$ cat src/rtl/systolic_pkg.sv
// Shared sizing, FSM state encoding and matrix element indexing for the systolic skew feeder.
package systolic_pkg;

  localparam int DATA_W   = 32;
  localparam int N        = 4;
  localparam int FEED_LEN = 3 * N - 2;
  localparam int CNT_W    = (FEED_LEN > 1) ? $clog2(FEED_LEN) : 1;

  typedef enum logic [1:0] {
    IDLE  = 2'd0,
    CLEAR = 2'd1,
    FEED  = 2'd2,
    DONE  = 2'd3
  } state_e;

  function automatic int elem_idx(input int r, input int c, input int n = N);
    return r * n + c;
  endfunction

endpackage

$ cat src/rtl/feeder_lane.sv
// One skewed operand lane: emits element (cnt - lane) of its N-element vector, zero outside that window.
// Purely combinational from registered inputs; no backpressure.
module feeder_lane
  import systolic_pkg::*;
(
  input  logic [N*DATA_W-1:0] elems_i,
  input  logic [CNT_W-1:0]    lane_i,
  input  logic [CNT_W-1:0]    cnt_i,
  input  logic                feed_valid_i,
  output logic [DATA_W-1:0]   elem_o
);

  // Two extra bits so cnt - lane goes negative instead of wrapping into the window.
  logic signed [CNT_W+1:0] w_off;

  always_comb begin
    w_off  = $signed({2'b00, cnt_i}) - $signed({2'b00, lane_i});
    elem_o = '0;
    if (feed_valid_i) begin
      for (int k = 0; k < N; k++) begin
        if (w_off == (CNT_W+2)'(k)) begin
          elem_o = elems_i[k*DATA_W +: DATA_W];
        end
      end
    end
  end

endmodule

$ cat src/rtl/systolic_skew_feeder.sv
// Latches A/B on start, clears the array for one cycle, then feeds FEED_LEN cycles of skewed operands and pulses done_o.
// B_COLMAJOR_EN: when defined, b_mat_i is column-major; otherwise row-major.
module systolic_skew_feeder
  import systolic_pkg::*;
(
  input  logic                  clk_i,
  input  logic                  rst_ni,
  input  logic                  start_i,
  input  logic [N*N*DATA_W-1:0] a_mat_i,
  input  logic [N*N*DATA_W-1:0] b_mat_i,
  output logic [N*DATA_W-1:0]   left_o,
  output logic [N*DATA_W-1:0]   up_o,
  output logic                  array_rst_no,
  output logic                  busy_o,
  output logic                  feed_valid_o,
  output logic                  done_o
);

  state_e                r_state;
  state_e                w_state_nxt;
  logic [CNT_W-1:0]      r_cnt;
  logic [CNT_W-1:0]      w_cnt_nxt;
  logic [N*N*DATA_W-1:0] r_a;
  logic [N*N*DATA_W-1:0] r_b;
  logic                  w_latch;
  logic                  w_clear;

  always_ff @(posedge clk_i or negedge rst_ni) begin
    if (!rst_ni) begin
      r_state <= IDLE;
      r_cnt   <= '0;
      r_a     <= '0;
      r_b     <= '0;
    end else begin
      r_state <= w_state_nxt;
      r_cnt   <= w_cnt_nxt;
      if (w_latch) begin
        r_a <= a_mat_i;
        r_b <= b_mat_i;
      end
    end
  end

  always_comb begin
    w_state_nxt  = r_state;
    w_cnt_nxt    = r_cnt;
    w_latch      = 1'b0;
    w_clear      = 1'b0;
    busy_o       = 1'b1;
    feed_valid_o = 1'b0;
    done_o       = 1'b0;
    case (r_state)
      IDLE: begin
        busy_o    = 1'b0;
        w_cnt_nxt = '0;
        if (start_i) begin
          w_latch     = 1'b1;
          w_state_nxt = CLEAR;
        end
      end
      CLEAR: begin
        w_clear     = 1'b1;
        w_cnt_nxt   = '0;
        w_state_nxt = FEED;
      end
      FEED: begin
        feed_valid_o = 1'b1;
        if (r_cnt == CNT_W'(FEED_LEN - 1)) begin
          w_cnt_nxt   = '0;
          w_state_nxt = DONE;
        end else begin
          w_cnt_nxt = r_cnt + 1'b1;
        end
      end
      DONE: begin
        done_o      = 1'b1;
        w_state_nxt = IDLE;
      end
      default: begin
        w_state_nxt = IDLE;
      end
    endcase
  end

  // Held low during reset itself as well as for the CLEAR cycle.
  assign array_rst_no = rst_ni & ~w_clear;

  for (genvar gi = 0; gi < N; gi++) begin : g_lane
    logic [N*DATA_W-1:0] w_row;
    logic [N*DATA_W-1:0] w_col;

    for (genvar gk = 0; gk < N; gk++) begin : g_elem
      assign w_row[gk*DATA_W +: DATA_W] = r_a[elem_idx(gi, gk)*DATA_W +: DATA_W];
`ifdef B_COLMAJOR_EN
      assign w_col[gk*DATA_W +: DATA_W] = r_b[elem_idx(gi, gk)*DATA_W +: DATA_W];
`else
      assign w_col[gk*DATA_W +: DATA_W] = r_b[elem_idx(gk, gi)*DATA_W +: DATA_W];
`endif
    end

    feeder_lane u_row (
      .elems_i      (w_row),
      .lane_i       (CNT_W'(gi)),
      .cnt_i        (r_cnt),
      .feed_valid_i (feed_valid_o),
      .elem_o       (left_o[gi*DATA_W +: DATA_W])
    );

    feeder_lane u_col (
      .elems_i      (w_col),
      .lane_i       (CNT_W'(gi)),
      .cnt_i        (r_cnt),
      .feed_valid_i (feed_valid_o),
      .elem_o       (up_o[gi*DATA_W +: DATA_W])
    );
  end

endmodule
$ cat config.mk
export PLATFORM = sky130hd
export DESIGN_NAME = systolic_skew_feeder
export DESIGN_NICKNAME = d
export VERILOG_FILES = /design/src/rtl/systolic_pkg.sv /design/src/rtl/feeder_lane.sv /design/src/rtl/systolic_skew_feeder.sv
export SDC_FILE = /design/constraint.sdc
export NUM_CORES = 2
export LEC_CHECK = 0
export CORE_AREA = 2 2 497 499
export DETAILED_ROUTE_END_ITERATION = 6
export DIE_AREA = 0 0 499 501
export MAX_ROUTING_LAYER = met4
export SYNTH_ARGS = -nofsm -noshare
export SYNTH_HDL_FRONTEND = slang
export SYNTH_HIERARCHICAL = 1
export SYNTH_SLANG_ARGS = --single-unit
$ cat constraint.sdc
create_clock -name clk_i -period 3.15 [get_ports clk_i]
set_input_delay 0.63 -clock clk_i [delete_from_list [all_inputs] [get_ports clk_i]]
set_output_delay 0.63 -clock clk_i [all_outputs]
set_load 0.02 [all_outputs]
==> metrics.txt <==
Pre-antenna DRT Iters 5; slowest CP cell fa_2; Hold Fails Final Rpt 0; reg2reg setup slack 1.00 ns; number of synthesized register bits roughly 1000; failing checks setup timing; CP max stage delay approximately 0.48 ns; Final Setup Violations about 260; CP Max Fanout 6; # clock sinks 1030; Clock Pin Slew Worst Setup and Hold Paths 0.06 ns; FF-to-FF Start r_state[1]; peak supply drop between 0.5 and 0.6 mV; status finished with violations; Post-synth EDFFs 0; WP buf/inv 8; first-pass GRT wire length 314 mm; Core Area 245000 um^2; CP endpoint kind output pin; Max-Cap Viols 0; final setup TNS -163.33 ns; CTS tree done; LEAKAGE about 0.032 uW; Vias approximately 36000; final period utilization 127%; Mapped Area approximately 50000 um^2; site row count 182; Die Y 501 um; Worst EP arrival around 3.4 ns; reg2reg end r_b[11]; vias in the first global route around 38000; Max-slew headroom a little over a quarter; Worst Path Class, Setup reg -> out; synth warn 6; cell taking the most area after synthesis dfrtp_1; FFs w/ async S/R, synth 100%; initial antenna violation count approximately 120; top cells by area, synth dfrtp_1 51%, mux2_2 15%, mux4_2 11%; Yosys cell types 33; full die area around 250000 um^2; top_reg_cell synth dfrtp_1; Die X roughly 500 um; post-synth top area share 51.3%; Final HPWL DP around 180 mm; hold crit path type in -> async; largest net degree at the start of global routing 172; Num CTS Buffers 120; Fmax 250 MHz; critical path depth in cells 12; area grow syn2layout 56.4%; DRT iter0 DRCs about 2200; clk_skew between 0.06 and 0.07 ns; Slew Limit Fails 0; CP Launch Type register; RD Place Congestion roughly 0.9; CP Cell Sequence buf_4 -> buf_8 -> inv_4 -> ha_4 -> fa_2 -> buf_12 -> buf_4 -> clkbuf_16 -> mux4_2 -> inv_1 -> a211oi_2 -> buf_12; Longest Clk Path Bufs 3; Period minus WS final roughly 4 ns; Worst R2R Path Depth 6; final setup margin -0.846 ns; vias per cell 4.26; layout cells sized above 1 approximately 47%; nets around 6000; IO buf count 1286; Remaining Overflow, GRT 0; CP delay by family, top buffers and inverters; routed len/inst 28.0 um; Least-Margin Pin Slew between 1 and 1.5 ns; clock latency on the worst-skew pair between 0.7 and 0.8 ns; Synth top cells by count 1030 x dfrtp_1, 665 x mux2_2, 360 x mux2_1, 300 x inv_1, 256 x mux4_2; Final ANT Viol Nets 0; drt drc 0; gr usage total between 10% and 20%; most common cell in the synthesized netlist dfrtp_1; DRT Wirelength 235 mm; critical path required time 2.52 ns; Mean Syn Cell Area approximately 15 um^2; CTS root buffer clkbuf_16; Post-Syn Instances between 3000 and 4000; RSZ-0062 raised after global routing true; I/O pin count approximately 1300; Starting Density 20.5%; PD cells just over 900 nW/um^2; Seq/Total Area, Yosys around half; # H-tree levels 3; final core utilization between 30 and 40%
[sequential cells by signal (all words and copies together), names as in the netlist]
signal,cells
r_cnt,4
r_b,512
r_state,2
r_a,512
[through the flow]
stage	setup slack [ns]	hold slack [ns]	instances	power (uW)	instance area (um^2)
finish	-0.846	0.381	8387	72500	78600
CTS	-0.996	0.291	8167	70700	76200
global route	-0.965	0.339	8378	76200	78600
global placement	-0.890	0.468	7849	51700	70100
detailed placement	-0.910	0.476	7849	52400	70100
floorplan	0.0539	0.334	3281	41200	50400
[layer usage]
metal | GRT usage [%] | vias up | wire, um
met5 | - | - | 0
met4 | 6.29 | 0 | 7820
met3 | 7.41 | 311 | 22200
met2 | 28.8 | 1419 | 110000
met1 | 21.6 | 18682 | 95000
li1 | - | 15332 | -
[how the worst max path moves through the flow]
stage | startpoint | end
floorplan | r_cnt[0] | left_o[32]
global placement | r_cnt[2] | up_o[0]
detailed placement | r_cnt[2] | up_o[0]
CTS | r_cnt[0] | left_o[32]
global route | r_cnt[1] | left_o[84]
finish | r_cnt[0] | up_o[52]
[layout by cell type (no fill, tap or decap), types with 12 or more instances in the layout]
master	synthesis	routed
inv_2	0	137
buf_6	66	115
mux2_2	665	665
mux4_2	256	256
a211oi_4	0	103
inv_1	300	150
ha_1	40	24
buf_4	31	395
clkinv_2	0	21
clkbuf_1	0	20
buf_8	0	23
a211oi_2	240	150
dfrtp_1	1030	1026
ha_4	0	14
buf_12	0	204
buf_16	0	12
clkdlybuf4s50_1	0	1028
mux2_1	360	360
bufinv_16	0	12
diode_2	0	95
clkbuf_16	0	148
conb_1	2	40
clkbuf_8	0	30
[final cells by class]
type | instances | area (um^2)
Clock inverter | 55 | 771
Clock buffer | 171 | 3520
Fill cell | 24119 | 166000
Tap cell | 3220 | 4030
Sequential cell | 1030 | 25800
Multi-Input combinational cell | 1702 | 23000
Timing Repair Buffer | 1814 | 20100
Antenna cell | 95 | 238
Inverter | 300 | 1160
[report_power, final]
part           switching [uW]  internal [uW]
registers                4180          20100
logic                   14700          18400
clock network            6320           8800
[cell families (layout without fill, tap and decap cells)]
kind of cell	Yosys count	count (layout)	synth area share, %
AO/OA/AOI/OAI	295	295	6.76
XOR/XNOR	8	8	0.139
adder cells (fa/ha/maj)	48	48	1.31
buffers and inverters	549	2340	5.64
flip-flops	1030	1030	51.3
multiplexers	1282	1282	34.5
other	2	135	0.0149
AND/OR/NAND/NOR	29	29	0.378
[worst register-to-register path, stage by stage, from the launching register on]
cell and delay [ns]:
dfrtp_1 0.41, inv_1 0.10, ha_1 0.30, nand2_8 0.17
buf_12 0.23, buf_12 0.38, mux2_2 0.39
[timing repair]
item,in CTS,in global routing
cloned,10,18
hold buffers,1,0
gates resized for setup,757,359
setup endpoints to repair,258,258
endpoints found under the hold margin,16,0
buffers inserted,84,126
pin swaps,43,88
(Power assumes the default switching activity.)
